--- src/rtl/word_demux4_pkg.sv ---
// Shared constants and types for the word_demux4 four-way word router.
// Optional broadcast feature is selected with WORD_DEMUX4_BCAST_EN.
package word_demux4_pkg;

    localparam int NUM_CH        = 4;
    localparam int DEFAULT_WIDTH = 32;
    localparam int DEFAULT_DEPTH = 2;

    // Destination channel index, 0..NUM_CH-1.
    typedef logic [1:0] ch_sel_t;

    // One-hot mask of the channel addressed by sel.
    function automatic logic [NUM_CH-1:0] ch_onehot(input ch_sel_t sel);
        logic [NUM_CH-1:0] mask;
        mask      = '0;
        mask[sel] = 1'b1;
        return mask;
    endfunction

endpackage

--- src/rtl/demux_fifo.sv ---
// Per-channel queue for word_demux4. Pointers carry one extra wrap bit so
// full and empty are told apart without a separate occupancy counter.
// The head word reads as zero while the queue is empty.
module demux_fifo #(
    parameter int WIDTH = 32,
    parameter int DEPTH = 2
) (
    input  logic             clk,
    input  logic             rst_n,
    input  logic             i_push,
    input  logic [WIDTH-1:0] i_push_data,
    input  logic             i_pop,
    output logic [WIDTH-1:0] o_pop_data,
    output logic             o_full,
    output logic             o_empty
);

    localparam int           AW      = $clog2(DEPTH);
    localparam logic [AW:0]  PTR_ONE = {{AW{1'b0}}, 1'b1};

    logic [WIDTH-1:0] r_mem [DEPTH];
    logic [AW:0]      r_wr_ptr;
    logic [AW:0]      r_rd_ptr;

    logic             w_do_push;
    logic             w_do_pop;

    // Full when the wrap bits differ but the index bits match; empty when equal.
    always_comb begin
        o_empty    = (r_wr_ptr == r_rd_ptr);
        o_full     = (r_wr_ptr[AW] != r_rd_ptr[AW]) &&
                     (r_wr_ptr[AW-1:0] == r_rd_ptr[AW-1:0]);
        w_do_push  = i_push && !o_full;
        w_do_pop   = i_pop && !o_empty;
        o_pop_data = o_empty ? '0 : r_mem[r_rd_ptr[AW-1:0]];
    end

    // Pointer update; reset empties the queue immediately.
    always_ff @(posedge clk or negedge rst_n) begin
        if (!rst_n) begin
            r_wr_ptr <= '0;
            r_rd_ptr <= '0;
        end else begin
            if (w_do_push) r_wr_ptr <= r_wr_ptr + PTR_ONE;
            if (w_do_pop)  r_rd_ptr <= r_rd_ptr + PTR_ONE;
        end
    end

    // Storage write; contents need no reset because empty masks the head.
    always_ff @(posedge clk) begin
        if (w_do_push) r_mem[r_wr_ptr[AW-1:0]] <= i_push_data;
    end

endmodule

--- src/rtl/word_demux4.sv ---
// word_demux4: routes each accepted input word into one of four per-channel
// queues selected by in_sel. Defining WORD_DEMUX4_BCAST_EN adds in_bcast,
// which pushes the word into all four queues at once.
//
// Handshakes: a word moves on every rising edge where valid && ready.
// in_ready is derived only from registered queue state and the select
// inputs, never from out_ready, so a word entering a channel is first
// visible one cycle later (no same-cycle pass-through).
module word_demux4
    import word_demux4_pkg::*;
#(
    parameter int WIDTH = DEFAULT_WIDTH,
    parameter int DEPTH = DEFAULT_DEPTH
) (
    input  logic              clk,
    input  logic              rst_n,
    input  logic              in_valid,
    output logic              in_ready,
    input  logic [1:0]        in_sel,
    input  logic [WIDTH-1:0]  in_data,
`ifdef WORD_DEMUX4_BCAST_EN
    input  logic              in_bcast,
`endif
    output logic [NUM_CH-1:0] out_valid,
    input  logic [NUM_CH-1:0] out_ready,
    output logic [WIDTH-1:0]  out_data0,
    output logic [WIDTH-1:0]  out_data1,
    output logic [WIDTH-1:0]  out_data2,
    output logic [WIDTH-1:0]  out_data3
);

    logic [NUM_CH-1:0] w_full;
    logic [NUM_CH-1:0] w_empty;
    logic [NUM_CH-1:0] w_sel_mask;
    logic [NUM_CH-1:0] w_push;
    logic [NUM_CH-1:0] w_pop;
    logic [WIDTH-1:0]  w_head [NUM_CH];

    // Target mask and acceptance: ready only if no targeted channel is full.
    always_comb begin
`ifdef WORD_DEMUX4_BCAST_EN
        w_sel_mask = in_bcast ? {NUM_CH{1'b1}} : ch_onehot(ch_sel_t'(in_sel));
`else
        w_sel_mask = ch_onehot(ch_sel_t'(in_sel));
`endif
        in_ready   = ~|(w_full & w_sel_mask);
        w_push     = {NUM_CH{in_valid && in_ready}} & w_sel_mask;
        out_valid  = ~w_empty;
        w_pop      = out_valid & out_ready;
    end

    genvar g;
    generate
        for (g = 0; g < NUM_CH; g++) begin : g_ch
            demux_fifo #(
                .WIDTH (WIDTH),
                .DEPTH (DEPTH)
            ) u_fifo (
                .clk         (clk),
                .rst_n       (rst_n),
                .i_push      (w_push[g]),
                .i_push_data (in_data),
                .i_pop       (w_pop[g]),
                .o_pop_data  (w_head[g]),
                .o_full      (w_full[g]),
                .o_empty     (w_empty[g])
            );
        end
    endgenerate

    // Head words of each channel; zero whenever the channel is empty.
    always_comb begin
        out_data0 = w_head[0];
        out_data1 = w_head[1];
        out_data2 = w_head[2];
        out_data3 = w_head[3];
    end

endmodule
--- config.mk ---
export PLATFORM = sky130hd
export DESIGN_NAME = word_demux4
export DESIGN_NICKNAME = d
export VERILOG_FILES = /design/src/rtl/word_demux4_pkg.sv /design/src/rtl/demux_fifo.sv /design/src/rtl/word_demux4.sv
export SDC_FILE = /design/constraint.sdc
export NUM_CORES = 1
export LEC_CHECK = 0
export CAP_MARGIN = 20
export CORE_ASPECT_RATIO = 0.75
export CORE_MARGIN = 2
export CORE_UTILIZATION = 53
export DETAILED_ROUTE_END_ITERATION = 10
export GPL_TIMING_DRIVEN = 1
export PLACE_DENSITY = 0.77
export SETUP_SLACK_MARGIN = 0.2
export SLEW_MARGIN = 20
export SYNTH_ARGS = -nofsm -noshare
export SYNTH_HDL_FRONTEND = slang
export SYNTH_HIERARCHICAL = 1
export SYNTH_SLANG_ARGS = --single-unit
--- constraint.sdc ---
create_clock -name clk -period 4.79 [get_ports clk]
set_input_delay 0.7185 -clock clk [delete_from_list [all_inputs] [get_ports clk]]
set_output_delay 0.7185 -clock clk [all_outputs]
set_load 0.05 [all_outputs]
==> out/summary.txt, run 1 <==
RSZ-0062 raised after global routing - no
Hold Path End - g_ch[0].u_fifo/r_rd_ptr[1]$_DFFE_PN0P_
Die width - 169 um
Die Area - 21,600 sq um
Mapped Area - 10,800 sq um
Final HPWL DP - 14.8 mm
Final Skew - 0.0196 ns
Async SR Flop Fraction - 5.88%
Worst min path class - reg2reg
Xor-xnor portion of the synthesized cell area - 0.973%
Vias per inst - 5.55
Ant. Diodes - 0
Final setup vio count - 0
CTS Hold Buffers Added - 0
Final hold vios - 0
First-pass GRT wire length - 36.1 mm
Wl on met1 - 10.3 mm
Drt drc - 0
CTS resizes - 0
Post-synthesis instance total - 659
Final Cycle Share - 79.1%
Crit path launch type - flop
Relative slew margins - 29.4%
Std-Cell Rows - 45
I/O Buffers - 173
Cell type with the largest total area after synthesis - edfxtp_1
Latest clock arrival within the worst-skew pair - 0.53 ns
Vias in the first global route - 6,291
CTS Root Cell - clkbuf_16
Status - completed
Synth Flop Type - edfxtp_1
Via count - 6,162
Fin Setup TNS - 0 ns
CTS tree - built
Initial DRC Count - 403
Top layer in use - met4
Synth Area in Adders - 0%
Starting Density - 53.8%
Ys Warns - 6
Hold wc startpoint - g_ch[0].u_fifo/r_rd_ptr[1]$_DFFE_PN0P_
Top post-synthesis cells by area - edfxtp_1 71%, mux2i_1 13%, nor2_1 4.7%
Crit end category - output port
Worst-path fanout max - 34
CTS buffer count - 27
DR WL met2 - 11.1 mm
Fraction of layout cells with a size suffix above 1 - 8.09%
Max cap viols - 0
Top-area cell type share of the netlist area - 71.2%
Req. time, crit path - 4.07 ns
WP data arrival - 3.07 ns
Fin util - 67.4%
Area Overhead vs Synth - 25.4%
Initial antenna violation count - 0
Largest net degree at the start of global routing - 40
I/O pin count - 174
Worst hold margin - 0.623 ns
Largest family of logic cells by synthesized area - multiplexers
Die boundary height - 128 um
Most common cell in the netlist - edfxtp_1
Post-DRT Antenna Nets - 0
CTS max path bufs - 3
H-tree Lvls - 1
Met3 wire len - 1.77 mm
Slowest stage cell, crit path - nor2_4
RR Endpoint - g_ch[0].u_fifo/r_mem[0][13]$_DFFE_PP_
Delay-heaviest family, CP - simple AND/OR/NAND/NOR gates
Drt first pass iters - 5
Layout Nets - 878
Gr usage total - 22.2%
Post-synthesis compound-gate area fraction - 0.926%
WL/cell - 21.2 um
RD Place Congestion - 0.775
R2r setup slk - 1.83 ns
Syn nets - 700
Simple-gate portion of the synthesized area - 6.60%
Number of fill cells in the layout - 1,324
Hold Path Stages - 2
Post CTS Setup Buffer Count - 0
WS Path Type - reg2out
Final-report max-slew violation count - 0
Reg2reg start - g_ch[0].u_fifo/r_wr_ptr[1]$_DFFE_PN0P_
Worst-path cell chain - xor2_1 -> nor2_4 -> nor2_1 -> clkdlybuf4s50_1
Core box area - 20,100 sq um
Post-synth top cells - 256 x edfxtp_1, 144 x mux2i_1, 136 x nor2_1, 16 x dfrtp_1, 13 x nand2_1
Grt ovf - 0
Largest stage delay, worst path - 0.83 ns
Slew of the pin with the lowest slew margin - 1.06 ns
Part of the Yosys area used for sequential elements - 74.9%
Critical path buffers and inverters - 1
CTS clk-pin slew, worst paths - 0.06 ns
CTS sink cnt - 272
Yosys cell types - 24
Mean Syn Cell Area - 16.4 sq um
Mux share of post-synthesis cell area - 14.0%
Max Freq - 264 MHz
Post-synth EDFFs - 256
Final min period - 3.79 ns
Synth Register Bits - 272
Final WL - 23.6 mm
R2R cell count - 4
per-layer routing:
metal | GRT usage, % | up-vias
li1 | - | 2770
met4 | 5.53 | 0
met5 | 0 | -
met3 | 4.63 | 35
met1 | 31.2 | 3093
met2 | 36.0 | 264
kinds of logic after synthesis:
family / after synthesis
and+or+nand+nor: 169
buffers and inverters: 41
DFF: 272
AOI/OAI and AO/OA: 16
xor gates and xnor gates: 12
muxes: 149
layout make-up:
cell class | count | area, sq um | share of cell area (%)
inverters | 9 | 33.8 | 0.249
repair buffers | 181 | 1830 | 13.5
well taps | 258 | 323 | 2.38
multi-input cells | 346 | 2480 | 18.3
flip-flops and latches | 272 | 8090 | 59.7
clock buffers | 32 | 694 | 5.13
clock inverters | 13 | 91.3 | 0.674
worst max-delay path by stage:
stage                                      startpoint                                    end  depth (start not counted)
6_report       g_ch[3].u_fifo/r_wr_ptr[1]$_DFFE_PN0P_                          out_data3[21]                          4
5_1_grt        g_ch[3].u_fifo/r_wr_ptr[1]$_DFFE_PN0P_                           out_data3[3]                          4
4_1_cts        g_ch[3].u_fifo/r_rd_ptr[1]$_DFFE_PN0P_                          out_data3[21]                          4
3_5_place_dp                                in_sel[0]  g_ch[0].u_fifo/r_mem[1][11]$_DFFE_PP_                          4
3_3_place_gp                                in_sel[0]   g_ch[0].u_fifo/r_mem[1][6]$_DFFE_PP_                          4
2_1_floorplan  g_ch[0].u_fifo/r_rd_ptr[0]$_DFFE_PN0P_   g_ch[0].u_fifo/r_mem[1][0]$_DFFE_PP_                          6
flip-flops by register name, indices dropped and copies added, names as in the netlist:
name and flops:
g_ch.u_fifo/r_rd_ptr 8, g_ch.u_fifo/r_wr_ptr 8, g_ch.u_fifo/r_mem 256
metrics by stage:
step / worst slack [ns] / area [sq um] / cells
after detailed placement: 1.31 / 12700 / 1065
after CTS: 1.03 / 13500 / 1110
final: 1.00 / 13500 / 1111
after global placement: 1.43 / 12700 / 1064
after global routing: 0.917 / 13500 / 1111
after floorplan: 1.25 / 10800 / 659
tightest hold or removal path: cells and delay by family, from the launching register on:
kind	cells	cell delay (ns)
AOI/OAI and AO/OA	1	0.07
DFF	1	0.43
muxes	1	0.09
cell usage in the layout (no fill, tap or decap):
cell type / count
a21oi_4: 4
and4bb_2: 1
buf_16: 2
buf_4: 6
bufinv_16: 1
clkbuf_1: 5
clkbuf_16: 27
clkdlybuf4s50_1: 173
clkinv_1: 5
clkinv_2: 5
clkinv_4: 1
dfrtp_1: 12
dfrtp_2: 4
edfxtp_1: 256
inv_1: 9
inv_6: 1
mux2_2: 4
mux2i_1: 144
mux4_2: 1
nand2_1: 13
nand2b_1: 4
nor2_1: 136
nor2_2: 4
nor2_4: 4
nor2b_1: 4
nor3_1: 1
nor3b_1: 1
nor4b_1: 1
o211a_2: 3
o211a_4: 1
o21ai_0: 8
xnor2_1: 4
xor2_1: 8
Power of run 1 is left out: the tool's default activity adds up to more than one toggle a clock period on the data nets, which glitch-free logic cannot reach.
==> run 2: changes to the inputs <==
--- a/config.mk
+++ b/config.mk
@@ -8,10 +8,10 @@
 export CAP_MARGIN = 20
 export CORE_ASPECT_RATIO = 0.75
 export CORE_MARGIN = 2
-export CORE_UTILIZATION = 53
+export CORE_UTILIZATION = 48
 export DETAILED_ROUTE_END_ITERATION = 10
 export GPL_TIMING_DRIVEN = 1
-export PLACE_DENSITY = 0.77
+export PLACE_DENSITY = 0.74
 export SETUP_SLACK_MARGIN = 0.2
 export SLEW_MARGIN = 20
 export SYNTH_ARGS = -nofsm -noshare
==> constraint.sdc (replaced) <==
create_clock -name clk -period 3.41 [get_ports clk]
set_input_delay 0.5115 -clock clk [delete_from_list [all_inputs] [get_ports clk]]
set_output_delay 0.5115 -clock clk [all_outputs]
set_load 0.05 [all_outputs]
==> run 2 against run 1 <==
  * Sequential cell count unchanged
  * Hold slack worse by 0.17 ns
  * Setup slack got worse by 0.67 ns
  * Register-to-register slack lost 0.86 ns
  * Critical path type unchanged
  * Clock skew shrank 0.0085 ns
  * Count of clock-buffer cells in the layout increased by 1
  * Critical path depth did not move
  * Die area up 10%
  * Critical endpoint is now out_data3[7]
  * Global-route usage decreased by 2.6 points
==> out/summary.txt, run 2 (same netlist as run 1, synthesis figures left out) <==
Status - completed
Ant. Diodes - 0 (unchanged)
WL/cell - 20.3 um (-4.5%)
Drt drc - 0 (unchanged)
Initial DRC Count - 538 (+33%)
RSZ-0062 raised after global routing - no
Number of fill cells in the layout - 1,668 (+26%)
Starting Density - 49.0% (-4.8 points)
Via count - 5,988 (-2.8%)
Critical path buffers and inverters - 1 (unchanged)
Final hold vios - 0 (unchanged)
Die boundary height - 134 um (+4.9%)
Worst min path class - in2async
Final HPWL DP - 14.8 mm (+0.20%)
First-pass GRT wire length - 34.9 mm (-3.4%)
CTS Hold Buffers Added - 0 (unchanged)
Reg2reg start - g_ch[0].u_fifo/r_rd_ptr[1]$_DFFE_PN0P_
CTS resizes - 0 (unchanged)
Layout Nets - 883 (+0.57%)
Reg area - 8090 sq um (unchanged)
Fin Setup TNS - 0 ns (unchanged)
Gr usage total - 19.6% (-2.6 points)
Die width - 177 um (+5.0%)
CTS clk-pin slew, worst paths - 0.07 ns (about the same)
Number of cells on the critical path - 4 (unchanged)
Initial antenna violation count - 0 (unchanged)
Worst-path fanout max - 34 (unchanged)
Final WL - 23.4 mm (-0.66%)
Core box area - 22,100 sq um (+9.7%)
Final setup vio count - 0 (unchanged)
Max reg flops - 256 (unchanged)
Worst-path cell chain - xor2_1 -> nor2_4 -> nor2_1 -> buf_4
Relative slew margins - 32.8% (+3.4 points)
Vias in the first global route - 5,669 (-9.9%)
CTS buffer count - 26 (-3.7%)
Final min period - 3.09 ns
Area of the multi-input gates - 2470 sq um (-0.30%)
Fraction of layout cells with a size suffix above 1 - 24.7% (+17 points)
Drt first pass iters - 5 (unchanged)
R2R cell count - 7 (+3)
Final Skew - 0.0112 ns (-0.00847 ns)
Most frequent cells in the layout - 256 x edfxtp_1, 144 x mux2i_1, 143 x buf_4, 136 x nor2_1, 40 x clkdlybuf4s50_1
Std-Cell Rows - 47 (+4.4%)
Worst Setup SP - g_ch[3].u_fifo/r_wr_ptr[1]$_DFFE_PN0P_
Crit end category - output port
Req. time, crit path - 2.90 ns (-1.17 ns)
CTS sink cnt - 272 (unchanged)
Post-DRT Antenna Nets - 0 (unchanged)
CTS Root Cell - clkbuf_16
H-tree Lvls - 1 (unchanged)
Slowest stage cell, crit path - nor2_4
Commonest non-fill, non-tap cell in the layout - edfxtp_1
WS Path Type - reg2out
Area Overhead vs Synth - 24.0%
Slew of the pin with the lowest slew margin - 1.01 ns (-0.0509 ns)
Delay-heaviest family, CP - simple AND/OR/NAND/NOR gates
Max Freq - 324 MHz
Final-report max-slew violation count - 0 (unchanged)
I/O Buffers - 173 (unchanged)
Die Area - 23,700 sq um (+10%)
CTS tree - built
Largest net degree at the start of global routing - 40 (unchanged)
Crit path launch type - flop
Largest stage delay, worst path - 0.79 ns (-0.04 ns)
I/O pin count - 174 (unchanged)
CTS max path bufs - 3 (unchanged)
Final Cycle Share - 90.5%
Max cap viols - 0 (unchanged)
Post CTS Setup Buffer Count - 0 (unchanged)
WP data arrival - 2.57 ns (-0.50 ns)
Vias per inst - 5.18 (-6.6%)
RD Place Congestion - 0.748 (-3.5%)
Latest clock arrival within the worst-skew pair - 0.52 ns (about the same)
Grt ovf - 0 (unchanged)
==> run 2: changes by cell type in the layout (fill, tap and decap cells not counted), sizes merged <==
cell and change:
buf +139, bufinv +2, clkbuf +1, clkdlybuf4s50 -133, clkinv -2, clkinvlp +2
==> run 2: layer usage <==
layer  global-route usage [%]  share of wire, %
met5                        0                 0
met4                     3.95               1.6
met3                     3.15               7.9
met2                     28.1                43
met1                     31.6                48
==> run 2: worst reg2reg max path: cells and delay by family (launching register included) <==
| kind | cells | cell delay, ns |
|---|---|---|
| and+or+nand+nor | 3 | 0.55 |
| DFF | 1 | 0.44 |
| buffers and inverters | 2 | 0.64 |
| xor gates and xnor gates | 1 | 0.31 |
| AOI/OAI and AO/OA | 1 | 0.13 |
==> run 2: final timing paths <==
path / endpoint / slack [ns]
hold / removal: g_ch[2].u_fifo/r_rd_ptr[1]$_DFFE_PN0P_ / 0.45
max in group asynchronous: g_ch[0].u_fifo/r_rd_ptr[0]$_DFFE_PN0P_ / 2.40
setup / recovery: out_data3[7] / 0.32
hold reg to reg: g_ch[1].u_fifo/r_rd_ptr[1]$_DFFE_PN0P_ / 0.62
min in group clk: g_ch[1].u_fifo/r_rd_ptr[1]$_DFFE_PN0P_ / 0.62
setup reg to reg: g_ch[0].u_fifo/r_mem[1][31]$_DFFE_PP_ / 0.97
==> run 2: stage by stage <==
step / util (%) / cells / instance area (sq um) / worst slack [ns] / hold slack [ns]
2_1_floorplan: - / 659 / 10800 / 0.572 / 0.216
3_3_place_gp: 56.8 / 1108 / 12500 / 0.728 / 0.592
3_5_place_dp: 56.8 / 1108 / 12500 / 0.703 / 0.606
4_1_cts: 60.7 / 1156 / 13400 / 0.341 / 0.466
5_1_grt: 60.7 / 1156 / 13400 / 0.225 / 0.513
6_report: 60.7 / 1156 / 13400 / 0.325 / 0.452
==> run 2: area by class of cell <==
cell class              instances  share of cell area [%]
clock buffers                  33                    5.36
well taps                     294                    2.75
clock inverters                15                    1.17
inverters                       9                   0.252
flip-flops and latches        272                    60.4
repair buffers                187                    11.6
multi-input cells             346                    18.5
Power of run 2 is left out for the same reason.
==> run 3: changes to the inputs <==
--- a/config.mk
+++ b/config.mk
@@ -8,10 +8,11 @@
 export CAP_MARGIN = 20
 export CORE_ASPECT_RATIO = 0.75
 export CORE_MARGIN = 2
-export CORE_UTILIZATION = 48
+export CORE_UTILIZATION = 40
 export DETAILED_ROUTE_END_ITERATION = 10
 export GPL_TIMING_DRIVEN = 1
-export PLACE_DENSITY = 0.74
+export PLACE_DENSITY = 0.63
+export RECOVER_POWER = 25
 export SETUP_SLACK_MARGIN = 0.2
 export SLEW_MARGIN = 20
 export SYNTH_ARGS = -nofsm -noshare
==> run 3 against run 2 <==
  * Final cell count up 5.5%
  * Setup slack better by 0.051 ns
  * Clock skew increased by 0.013 ns
  * Fmax grew 1.7%
  * First-iteration DRC count down 46%
  * Highest routed layer unchanged
  * Count of clock-buffer cells in the layout is 2 lower
==> out/summary.txt, run 3 (same netlist as run 1, synthesis figures left out) <==
Die boundary height - 146 um (+9.3%)
Max reg flops - 256 (unchanged)
CTS clk-pin slew, worst paths - 0.06 ns (about the same)
Ant. Diodes - 0 (unchanged)
I/O Buffers - 173 (unchanged)
R2r setup slk - 0.91 ns (-0.06 ns)
Area of the multi-input gates - 2470 sq um (unchanged)
Post-DRT Antenna Nets - 0 (unchanged)
CTS max path bufs - 3 (unchanged)
Crit end category - output port
Worst-path fanout max - 34 (unchanged)
Die width - 194 um (+9.3%)
Vias per inst - 4.90 (-5.4%)
Final-report max-slew violation count - 0 (unchanged)
First-pass GRT wire length - 36.0 mm (+3.3%)
Vias in the first global route - 5,870 (+3.5%)
Core box area - 26,700 sq um (+21%)
WS Path Type - reg2out
WP data arrival - 2.52 ns (-0.05 ns)
Initial antenna violation count - 0 (unchanged)
CTS buffer count - 27 (+3.8%)
Max Freq - 330 MHz (+1.7%)
Final Cycle Share - 89.0% (-1.5 points)
Die Area - 28,400 sq um (+19%)
Dpl cell area - 12,600 sq um (+0.93%)
Largest stage delay, worst path - 0.77 ns (-0.02 ns)
Most frequent cells in the layout - 256 x edfxtp_1, 148 x buf_4, 144 x mux2i_1, 136 x nor2_1, 27 x clkbuf_16
Final Skew - 0.0241 ns (+0.0129 ns)
Crit path launch type - flop
Req. time, crit path - 2.90 ns (about the same)
Number of fill cells in the layout - 2,290 (+37%)
I/O pin count - 174 (unchanged)
Commonest non-fill, non-tap cell in the layout - edfxtp_1
Fraction of layout cells with a size suffix above 1 - 24.7% (+0.031 points)
Final hold vios - 0 (unchanged)
Drt drc - 0 (unchanged)
RSZ-0062 raised after global routing - no
Reg2reg start - g_ch[0].u_fifo/r_wr_ptr[0]$_DFFE_PN0P_
RD Place Congestion - 0.737 (-1.5%)
H-tree Lvls - 1 (unchanged)
Slew of the pin with the lowest slew margin - 1.02 ns (+0.0180 ns)
Via count - 5,981 (-0.12%)
Final setup vio count - 0 (unchanged)
CTS Hold Buffers Added - 0 (unchanged)
Latest clock arrival within the worst-skew pair - 0.54 ns (+0.02 ns)
CTS resizes - 0 (unchanged)
Initial DRC Count - 292 (-46%)
Worst min path class - in2async
WL/cell - 19.8 um (-2.3%)
Final HPWL DP - 15.6 mm (+5.1%)
Drt first pass iters - 5 (unchanged)
Critical path buffers and inverters - 1 (unchanged)
Worst-path cell chain - xor2_1 -> nor2_4 -> nor2_1 -> buf_4
Status - completed
Largest net degree at the start of global routing - 40 (unchanged)
Layout Nets - 889 (+0.68%)
Slowest stage cell, crit path - nor2_4
Area Overhead vs Synth - 24.7%
Relative slew margins - 31.6% (-1.2 points)
R2R cell count - 7 (unchanged)
Max cap viols - 0 (unchanged)
Gr usage total - 16.7% (-2.8 points)
Fin Setup TNS - 0 ns (unchanged)
Delay-heaviest family, CP - simple AND/OR/NAND/NOR gates
CTS tree - built
Number of cells on the critical path - 4 (unchanged)
Grt ovf - 0 (unchanged)
Post CTS Setup Buffer Count - 0 (unchanged)
CTS sink cnt - 272 (unchanged)
Reg area - 8090 sq um (unchanged)
CTS Root Cell - clkbuf_16
Final WL - 24.2 mm (+3.1%)
Final Cell Area - 13,500 sq um (+0.54%)
Starting Density - 40.4% (-8.6 points)
Std-Cell Rows - 52 (+11%)
Setup crit end - out_data0[3]
Worst Setup SP - g_ch[0].u_fifo/r_wr_ptr[1]$_DFFE_PN0P_
Final min period - 3.03 ns (-0.0514 ns)
RR Endpoint - g_ch[0].u_fifo/r_mem[1][5]$_DFFE_PP_
==> run 3: worst reg2reg max path, cell delays in order (launching register included) <==
cell	delay, ns
dfrtp_1	0.44
xor2_1	0.31
nor2_1	0.16
nor4b_1	0.32
buf_4	0.19
nand2_1	0.12
a21oi_4	0.39
buf_12	0.25
==> run 3: final cells by class <==
| cell class | instances | area share [%] |
|---|---|---|
| sequential | 272 | 60.1 |
| inverter | 9 | 0.251 |
| multi-input combinational | 346 | 18.4 |
| clock buffer | 31 | 5.13 |
| timing repair buffer | 192 | 11.9 |
| tap | 351 | 3.26 |
| clock inverter | 19 | 1.04 |
==> run 3: metrics by stage <==
step | utilization [%] | hold WS [ns] | std cells | setup WS, ns
final | 50.4 | 0.423 | 1220 | 0.376
after global routing | 50.4 | 0.470 | 1220 | 0.296
after CTS | 50.4 | 0.433 | 1220 | 0.366
after detailed placement | 47.3 | 0.595 | 1170 | 0.773
after global placement | 47.2 | 0.592 | 1169 | 0.806
after floorplan | - | 0.216 | 659 | 0.572
==> run 3: how the worst min path moves through the flow <==
stage,from,endpoint,slack (ns),depth (start not counted)
after detailed placement,g_ch[0].u_fifo/r_rd_ptr[1]$_DFFE_PN0P_,g_ch[0].u_fifo/r_rd_ptr[1]$_DFFE_PN0P_,0.60,2
after CTS,rst_n,g_ch[3].u_fifo/r_wr_ptr[0]$_DFFE_PN0P_,0.43,1
after global routing,rst_n,g_ch[3].u_fifo/r_wr_ptr[0]$_DFFE_PN0P_,0.47,1
after global placement,g_ch[3].u_fifo/r_rd_ptr[1]$_DFFE_PN0P_,g_ch[3].u_fifo/r_rd_ptr[1]$_DFFE_PN0P_,0.59,2
final,rst_n,g_ch[0].u_fifo/r_wr_ptr[0]$_DFFE_PN0P_,0.42,1
after floorplan,rst_n,g_ch[0].u_fifo/r_rd_ptr[0]$_DFFE_PN0P_,0.22,0
==> run 3: routing by layer <==
metal / global-route usage (%) / share of wire (%) / up-vias / wire length [um]
li1: - / - / 2787 / -
met1: 24.8 / 47 / 2978 / 11500
met2: 26.6 / 46 / 186 / 11100
met3: 2.59 / 5.3 / 30 / 1280
met4: 3.24 / 1.4 / 0 / 350
met5: 0 / 0 / - / 0
Power of run 3 is left out for the same reason.
